$ cat src/rtl/ram2_arbiter.sv
// ram2_arbiter: shares the single-port byte-writable data RAM between two requesters.
//   m0 = core load/store unit, m1 = debug/program loader.
//   At most one access is granted per cycle. The granted request drives the RAM
//   ports, and read data returns to that requester on the following cycle.
// Ports:
//   clk, rst_n                      clock, synchronous active-low reset
//   mN_req/we/addr/wdata/be         requester N command (N=0,1), held until mN_gnt
//   mN_gnt                          combinational accept, same cycle as mN_req
//   mN_rvalid/rdata                 response pulse the cycle after mN_gnt; rdata = ram_rd_data
//   ram_addr/wr_data/wr_en/wr_byte_en  RAM command for the granted requester
//   ram_rd_data                     RAM read data, 1-cycle latency
module ram2_arbiter #(
    parameter int ADDR_WIDTH   = 13,
    parameter int DATA_WIDTH   = 32,
    parameter int BE_WIDTH     = DATA_WIDTH / 8,
    parameter int ARB_MODE     = 0,
    parameter int STARVE_LIMIT = 4
) (
    input  logic                  clk,
    input  logic                  rst_n,
    input  logic                  m0_req,
    input  logic                  m0_we,
    input  logic [ADDR_WIDTH-1:0] m0_addr,
    input  logic [DATA_WIDTH-1:0] m0_wdata,
    input  logic [BE_WIDTH-1:0]   m0_be,
    output logic                  m0_gnt,
    output logic                  m0_rvalid,
    output logic [DATA_WIDTH-1:0] m0_rdata,
    input  logic                  m1_req,
    input  logic                  m1_we,
    input  logic [ADDR_WIDTH-1:0] m1_addr,
    input  logic [DATA_WIDTH-1:0] m1_wdata,
    input  logic [BE_WIDTH-1:0]   m1_be,
    output logic                  m1_gnt,
    output logic                  m1_rvalid,
    output logic [DATA_WIDTH-1:0] m1_rdata,
    output logic [ADDR_WIDTH-1:0] ram_addr,
    output logic [DATA_WIDTH-1:0] ram_wr_data,
    output logic                  ram_wr_en,
    output logic [BE_WIDTH-1:0]   ram_wr_byte_en,
    input  logic [DATA_WIDTH-1:0] ram_rd_data
);
    localparam logic [7:0] LIMIT = 8'(STARVE_LIMIT);

    logic       r_rsp_v;
    logic       r_rsp_id;
    logic       r_last_gnt;
    logic [7:0] r_starve;
    logic       w_pick1;
    logic       w_gnt0;
    logic       w_gnt1;

    // On contention m1 wins when round-robin says it is its turn, or when the
    // fixed-priority starvation guard has run out.
    assign w_pick1 = (ARB_MODE == 0) ? !r_last_gnt : (r_starve == LIMIT);
    assign w_gnt1  = rst_n && m1_req && (!m0_req || w_pick1);
    assign w_gnt0  = rst_n && m0_req && !w_gnt1;

    assign m0_gnt    = w_gnt0;
    assign m1_gnt    = w_gnt1;
    assign m0_rvalid = r_rsp_v && !r_rsp_id;
    assign m1_rvalid = r_rsp_v && r_rsp_id;
    assign m0_rdata  = ram_rd_data;
    assign m1_rdata  = ram_rd_data;

    always_comb begin
        ram_addr       = '0;
        ram_wr_data    = '0;
        ram_wr_en      = 1'b0;
        ram_wr_byte_en = '0;
        if (w_gnt1) begin
            ram_addr       = m1_addr;
            ram_wr_data    = m1_wdata;
            ram_wr_en      = m1_we;
            ram_wr_byte_en = m1_be;
        end else if (w_gnt0) begin
            ram_addr       = m0_addr;
            ram_wr_data    = m0_wdata;
            ram_wr_en      = m0_we;
            ram_wr_byte_en = m0_be;
        end
    end

    always_ff @(posedge clk) begin
        if (!rst_n) begin
            r_rsp_v    <= 1'b0;
            r_rsp_id   <= 1'b0;
            r_last_gnt <= 1'b1;
            r_starve   <= '0;
        end else begin
            r_rsp_v  <= w_gnt0 || w_gnt1;
            r_rsp_id <= w_gnt1;
            if (w_gnt0 || w_gnt1)
                r_last_gnt <= w_gnt1;
            r_starve <= (!m1_req || w_gnt1) ? '0 :
                        (r_starve == LIMIT) ? r_starve : r_starve + 8'd1;
        end
    end
endmodule

$ cat config.mk
export PLATFORM = sky130hd
export DESIGN_NAME = ram2_arbiter
export DESIGN_NICKNAME = d
export VERILOG_FILES = /design/src/rtl/ram2_arbiter.sv
export SDC_FILE = /design/constraint.sdc
export NUM_CORES = 1
export LEC_CHECK = 0
export BUFFER_PORTS_ARGS = -buffer_cell sky130_fd_sc_hd__buf_2
export CORE_AREA = 2 2 99 101
export CTS_CLUSTER_DIAMETER = 200
export CTS_CLUSTER_SIZE = 25
export DETAILED_ROUTE_END_ITERATION = 6
export DIE_AREA = 0 0 101 103
export GPL_TIMING_DRIVEN = 0
export MAX_ROUTING_LAYER = met4
export REMOVE_ABC_BUFFERS = 1
export SYNTH_ARGS = -nofsm -noshare
export SYNTH_HDL_FRONTEND = slang
export SYNTH_SLANG_ARGS = --single-unit
$ cat constraint.sdc
create_clock -name clk -period 0.92 [get_ports clk]
set_input_delay 0.046 -clock clk [delete_from_list [all_inputs] [get_ports clk]]
set_output_delay 0.046 -clock clk [all_outputs]
set_load 0.05 [all_outputs]
==> flow_summary.toml, run 1 <==
[synthesis]
synth-edff-count = 0
yosysSeqAreaShare = 0.0390
yosys_warnings = 0
postSynthCellCount = 252
synth-async-reset-ratio = 0
synthTopCellsByArea = "sky130_fd_sc_hd__buf_4, sky130_fd_sc_hd__nand2_1, sky130_fd_sc_hd__o22ai_1"
post_synth_top_area_share = 0.337
synthMostInstantiatedCell = "sky130_fd_sc_hd__nand2_1"
synth_top_area_cell = "sky130_fd_sc_hd__buf_4"
post_synthesis_instance_area_um2 = 1540
postSynthAreaPerCell_um2 = 6.11
synthFlopType = "sky130_fd_sc_hd__dfxtp_1"
ys_seq_elements = 3
synth_top_cells_by_count = "sky130_fd_sc_hd__nand2_1, sky130_fd_sc_hd__buf_4, sky130_fd_sc_hd__o22ai_1"
yosysUniqueCellTypes = 16

[pwr]
logic_gate_share_of_total_power = 0.803
switching_share = 0.540
clock_power_share = 0.142
internal_power_uw = 1230
irDropWorstVdd_mv = 0.272
net-switching-power_uw = 1450
seq_power_share = 0.055
static_leakage_uw = 0.00127
power_per_cell_area_nw_per_um2 = 916
total_power_uw = 2680

[die]
die_span_in_x_um = 101
design.die.area_um2 = 10400
core.rowCount = 36
die_h_um = 103
core-area_um2 = 9460
boundaryPins = 254
starting_utilization_of_the_core_area = 0.163

[worst_setup_path]
critical_path_type = "register to primary output"
critPathCaptureType = "primary output"
startpoint_type = "register"
critPathRequiredTime_ns = 0.87
critical_path_peak_fanout = 8
setup.worst_path.start = "r_last_gnt"
worst_r2r_startpoint = "r_last_gnt"
worstPathArrival_ns = 1.46

[grt]
grt_remaining_overflow = 0
global_routing_usage_on_met3 = 0.184
global_route_wire_length_before_repair_um = 14400
grt-busiest-layer = "met2"
largest_net_degree_at_the_start_of_global_routing = 103
track_usage = 0.206
first_global_vias = 1934
gr-usage-met2 = 0.332
grt_antenna_before_repair = 0
globalRouteMet1Util = 0.190

[cts]
clock_insertion_delay_worst_skew_ns = 0.21
htree_num_levels = 1
cts_hold_buffers_added = 0
cts_clock_pin_slew_for_the_worst_setup_and_hold_paths_ns = 0.03
cts.path.max_buffers = 2
cts_tree = "yes"
clock-root-buffer = "sky130_fd_sc_hd__clkbuf_8"
tritoncts_num_sinks = 3
cts_made_buffers = 3

[sta]
final.setup_skew_ns = 0.00137
tns_ns = -27.97
timing.max_slew.rel_slack = 0.573
timing.fmax_ghz = 0.663
finalSetupViolations = 54
setup_ws_ns = -0.589
timing.final.hold_violations = 0
grt_setup_unrepaired = "true"
period_utilization = 1.64
worst_tran_pin_value_ns = 0.640
post_route_minimum_period_ns = 1.51
slew_viol_final = 0

[final_layout]
post-route-util = 0.309
area_growth_syn_to_fin_pct = 90.2
drive_above_1_share = 0.662
combined_area_of_the_multi_input_logic_cells_um2 = 1490
final.fill_count = 987
final_area_um2 = 2930
sequential_cell_area_um2 = 63.8
antenna_cells_inserted = 0
finish.net_count = 477

[worst_hold_path]
hold_path_startpoint = "ram_rd_data[27]"
worstHoldPathType = "input pin to primary output"

[detailed_routing]
route.detailed.wl_per_inst_um = 25.8
vias_per_cell = 4.76
dr.pass1.iters = 5
num_vias = 2159
detail_route.iter0.violations = 89
drc_errors = 0
drt.antenna.violating_nets = 0
wirelength_um = 11700

[place]
placement.setup.worst_slack_ns = -1.02
buffer_ports.inserted = 157
place_hpwl_um = 7640
dp_area_um2 = 1810
rd_place_congestion = 0.974

[flow_run]
maxCapViolCount = 0

[outcome]
violations_in_the_final_reports = "negative setup slack"
run_status = "finished, violations left"
worst max-delay path, stage by stage, from the launching register on:
cell and delay (ns):
sky130_fd_sc_hd__dfxtp_4 0.36, sky130_fd_sc_hd__nand2b_4 0.14, sky130_fd_sc_hd__buf_12 0.20, sky130_fd_sc_hd__nand2_8 0.12, sky130_fd_sc_hd__o22ai_1 0.20, sky130_fd_sc_hd__buf_4 0.22
cells by family after synthesis:
logic type             synth area share
AND/OR/NAND/NOR                   0.295
buffers and inverters             0.430
AO/OA/AOI/OAI                     0.236
flip-flops                       0.0390
power by group through the flow:
stage / clock network (µW) / registers, µW / logic, µW
5_1_grt: 402 / 148 / 2260
2_1_floorplan: 0 / 144 / 887
3_5_place_dp: 0 / 146 / 1390
6_report: 380 / 147 / 2150
3_3_place_gp: 0 / 145 / 1370
4_1_cts: 386 / 146 / 1960
registers in the layout (all words and copies together) (netlist names):
name,count
r_last_gnt,1
r_rsp_id,1
r_rsp_v,1
metal layers:
metal,vias to the layer above,wire [µm]
met2,208,5450
li1,967,-
met5,-,0
met1,980,3820
met3,4,2340
met4,0,87
cell usage in the layout (no fill, tap or decap), drive strengths merged:
cell type / synthesis / layout
inv: 1 / 1
nand2: 103 / 113
nor2: 5 / 5
nand3: 1 / 1
nor2b: 1 / 1
dfxtp: 3 / 3
and2: 1 / 1
o22ai: 50 / 50
buf: 83 / 159
or2b: 1 / 1
clkbuf: 2 / 4
nand2b: 1 / 1
timing repair:
| item | CTS | global route |
|---|---|---|
| setup endpoints to repair | 57 | 56 |
| buffers inserted | 2 | 0 |
| pin swaps | 23 | 17 |
| gates cloned | 8 | 2 |
| gates resized for setup | 152 | 49 |
per-stage QoR:
step | hold WS (ns) | instances
after floorplan | 0.0920 | 167
after global placement | 0.0932 | 438
after detailed placement | 0.0932 | 438
after CTS | 0.0932 | 452
after global routing | 0.0923 | 454
final | 0.0924 | 454
worst paths after layout:
check	to	slack, ns	cells after the start
worst min register to register	r_last_gnt	0.61	2
worst max register to register	r_rsp_id	-0.12	3
worst max-delay path	ram_addr[4]	-0.59	5
worst min-delay path	m1_rdata[27]	0.09	0
layout make-up:
cell class,count,area share
flip-flops and latches,3,0.0218
inverters,1,0.00128
multi-input cells,173,0.509
well taps,114,0.0487
clock buffers,4,0.0154
repair buffers,159,0.404
(Power assumes the default switching activity.)
==> inputs of run 2 (changes only) <==
CELL_PAD_IN_SITES_DETAIL_PLACEMENT = 0   (was default)
CELL_PAD_IN_SITES_GLOBAL_PLACEMENT = 1   (was default)
CORE_AREA = default   (was 2 2 99 101)
CORE_MARGIN = 2   (was default)
CORE_UTILIZATION = 16   (was default)
DIE_AREA = default   (was 0 0 101 103)
PLACE_DENSITY_LB_ADDON = 0.1   (was default)
==> flow_summary.toml, run 2 (synthesis results as in run 1) <==
[worst_setup_path]
reg2reg_slack_ns = -0.12
startpoint_type = "register"
timing.critical_path.to = "ram_addr[9]"
worstPathArrival_ns = 1.41
critPathRequiredTime_ns = 0.87
ff2ff_path_depth = 4
critical_path_type = "register to primary output"
worst_r2r_startpoint = "r_last_gnt"
setup.worst_path.start = "r_last_gnt"
worstReg2RegEnd = "r_rsp_id"
critPathCaptureType = "primary output"
critical_path_peak_fanout = 6

[die]
design.die.area_um2 = 10400
core-area_um2 = 9280
die_span_in_x_um = 102
die_h_um = 102
boundaryPins = 254
starting_utilization_of_the_core_area = 0.166
core.rowCount = 35

[sta]
worst_tran_pin_value_ns = 0.420
timing.fmax_ghz = 0.685
setup_ws_ns = -0.539
grt_setup_unrepaired = "true"
finalSetupViolations = 53
final.setup_skew_ns = 0.000000180
post_route_minimum_period_ns = 1.46
timing.final.hold_violations = 0
period_utilization = 1.59
slew_viol_final = 0
tns_ns = -26.25
timing.max_slew.rel_slack = 0.720

[grt]
global_route_wire_length_before_repair_um = 13600
grt_antenna_before_repair = 0
track_usage = 0.188
largest_net_degree_at_the_start_of_global_routing = 83
grt_remaining_overflow = 0
first_global_vias = 1969

[pwr]
switching_share = 0.528
seq_power_share = 0.056
clock_power_share = 0.143
irDropWorstVdd_mv = 0.385
logic_gate_share_of_total_power = 0.801
static_leakage_uw = 0.00131
internal_power_uw = 1250
total_power_uw = 2640
power_per_cell_area_nw_per_um2 = 894
net-switching-power_uw = 1400

[detailed_routing]
dr_wl_met3_um = 1880
topmost_layer_with_routed_signal_wires = "met4"
met2_length_um = 4480
detail_route.iter0.violations = 46
num_vias = 2100
met1Wirelength_um = 3970
route.detailed.wl_per_inst_um = 21.9
drc_errors = 0
dr.pass1.iters = 3
drt.antenna.violating_nets = 0
vias_per_cell = 4.44
wirelength_um = 10400

[place]
placement.setup.worst_slack_ns = -0.634
rd_place_congestion = 0.785
buffer_ports.inserted = 157
dp_area_um2 = 1860
place_hpwl_um = 6410

[cts]
cts_clock_pin_slew_for_the_worst_setup_and_hold_paths_ns = 0.03
clock_insertion_delay_worst_skew_ns = 0.21
cts_tree = "yes"
tritoncts_num_sinks = 3
cts_made_buffers = 3
cts.path.max_buffers = 2
htree_num_levels = 1
clock-root-buffer = "sky130_fd_sc_hd__clkbuf_8"

[outcome]
violations_in_the_final_reports = "negative setup slack"
run_status = "finished, violations left"

[final_layout]
finish.net_count = 481
final_area_um2 = 2960
leading_registers_by_flop_count = "r_last_gnt: 1 flops, r_rsp_id: 1 flops, r_rsp_v: 1 flops"
drive_above_1_share = 0.686
final.fill_count = 1026
layout.cells.most_common = "sky130_fd_sc_hd__buf_2"
antenna_cells_inserted = 0
sequential_cell_area_um2 = 65.1
layout_common_cells = "sky130_fd_sc_hd__buf_2, sky130_fd_sc_hd__nand2_1, sky130_fd_sc_hd__buf_6"
area_growth_syn_to_fin_pct = 92.1
combined_area_of_the_multi_input_logic_cells_um2 = 1430

[worst_hold_path]
worstHoldPathType = "input pin to primary output"

[flow_run]
maxCapViolCount = 0
## run 2: layer usage
metal | GRT usage | vias to the layer above
li1 | - | 976
met1 | 0.214 | 938
met2 | 0.268 | 182
met3 | 0.159 | 4
met4 | 0.00615 | 0
met5 | - | -
## run 2: timing repair
action | 4_1_cts | 5_1_grt
gates resized for setup | 166 | 28
hold endpoints to repair | 0 | 0
cloned | 9 | 1
hold buffers | 0 | 0
setup buffers | 5 | 0
endpoints found under the setup margin | 55 | 55
pin swaps | 21 | 6
## run 2: worst min path at each step
| stage | from | slack [ns] | endpoint | depth (start not counted) |
|---|---|---|---|---|
| detailed placement | ram_rd_data[12] | 0.09 | m1_rdata[12] | 0 |
| CTS | ram_rd_data[12] | 0.09 | m1_rdata[12] | 0 |
| global route | ram_rd_data[6] | 0.09 | m0_rdata[6] | 0 |
| floorplan | ram_rd_data[0] | 0.09 | m0_rdata[0] | 0 |
| finish | ram_rd_data[12] | 0.09 | m1_rdata[12] | 0 |
| global placement | ram_rd_data[12] | 0.09 | m1_rdata[12] | 0 |
## run 2: per-stage QoR
step | util | hold slack [ns] | instances
2_1_floorplan | - | 0.0920 | 167
3_3_place_gp | 0.197 | 0.0926 | 453
3_5_place_dp | 0.200 | 0.0926 | 454
4_1_cts | 0.300 | 0.0926 | 472
5_1_grt | 0.318 | 0.0923 | 473
6_report | 0.318 | 0.0924 | 473
## run 2: area by class of cell
type,count,area share
multi-input combinational,173,0.484
timing repair buffer,163,0.423
tap,129,0.0546
sequential,3,0.0220
clock buffer,4,0.0152
inverter,1,0.00127
## run 2: power groups by stage
stage / clock network [µW] / registers, µW / logic [µW]
after floorplan: 0 / 144 / 887
after global placement: 0 / 145 / 1400
after detailed placement: 0 / 146 / 1400
after CTS: 397 / 145 / 2010
after global routing: 410 / 148 / 2240
final: 379 / 147 / 2120
## run 2: worst max-delay path: stages, from the launching register on
cell and delay [ns]:
sky130_fd_sc_hd__dfxtp_4 0.35, sky130_fd_sc_hd__nand2b_4 0.15, sky130_fd_sc_hd__buf_12 0.15, sky130_fd_sc_hd__nand2_4 0.14, sky130_fd_sc_hd__o22ai_4 0.22, sky130_fd_sc_hd__buf_6 0.18
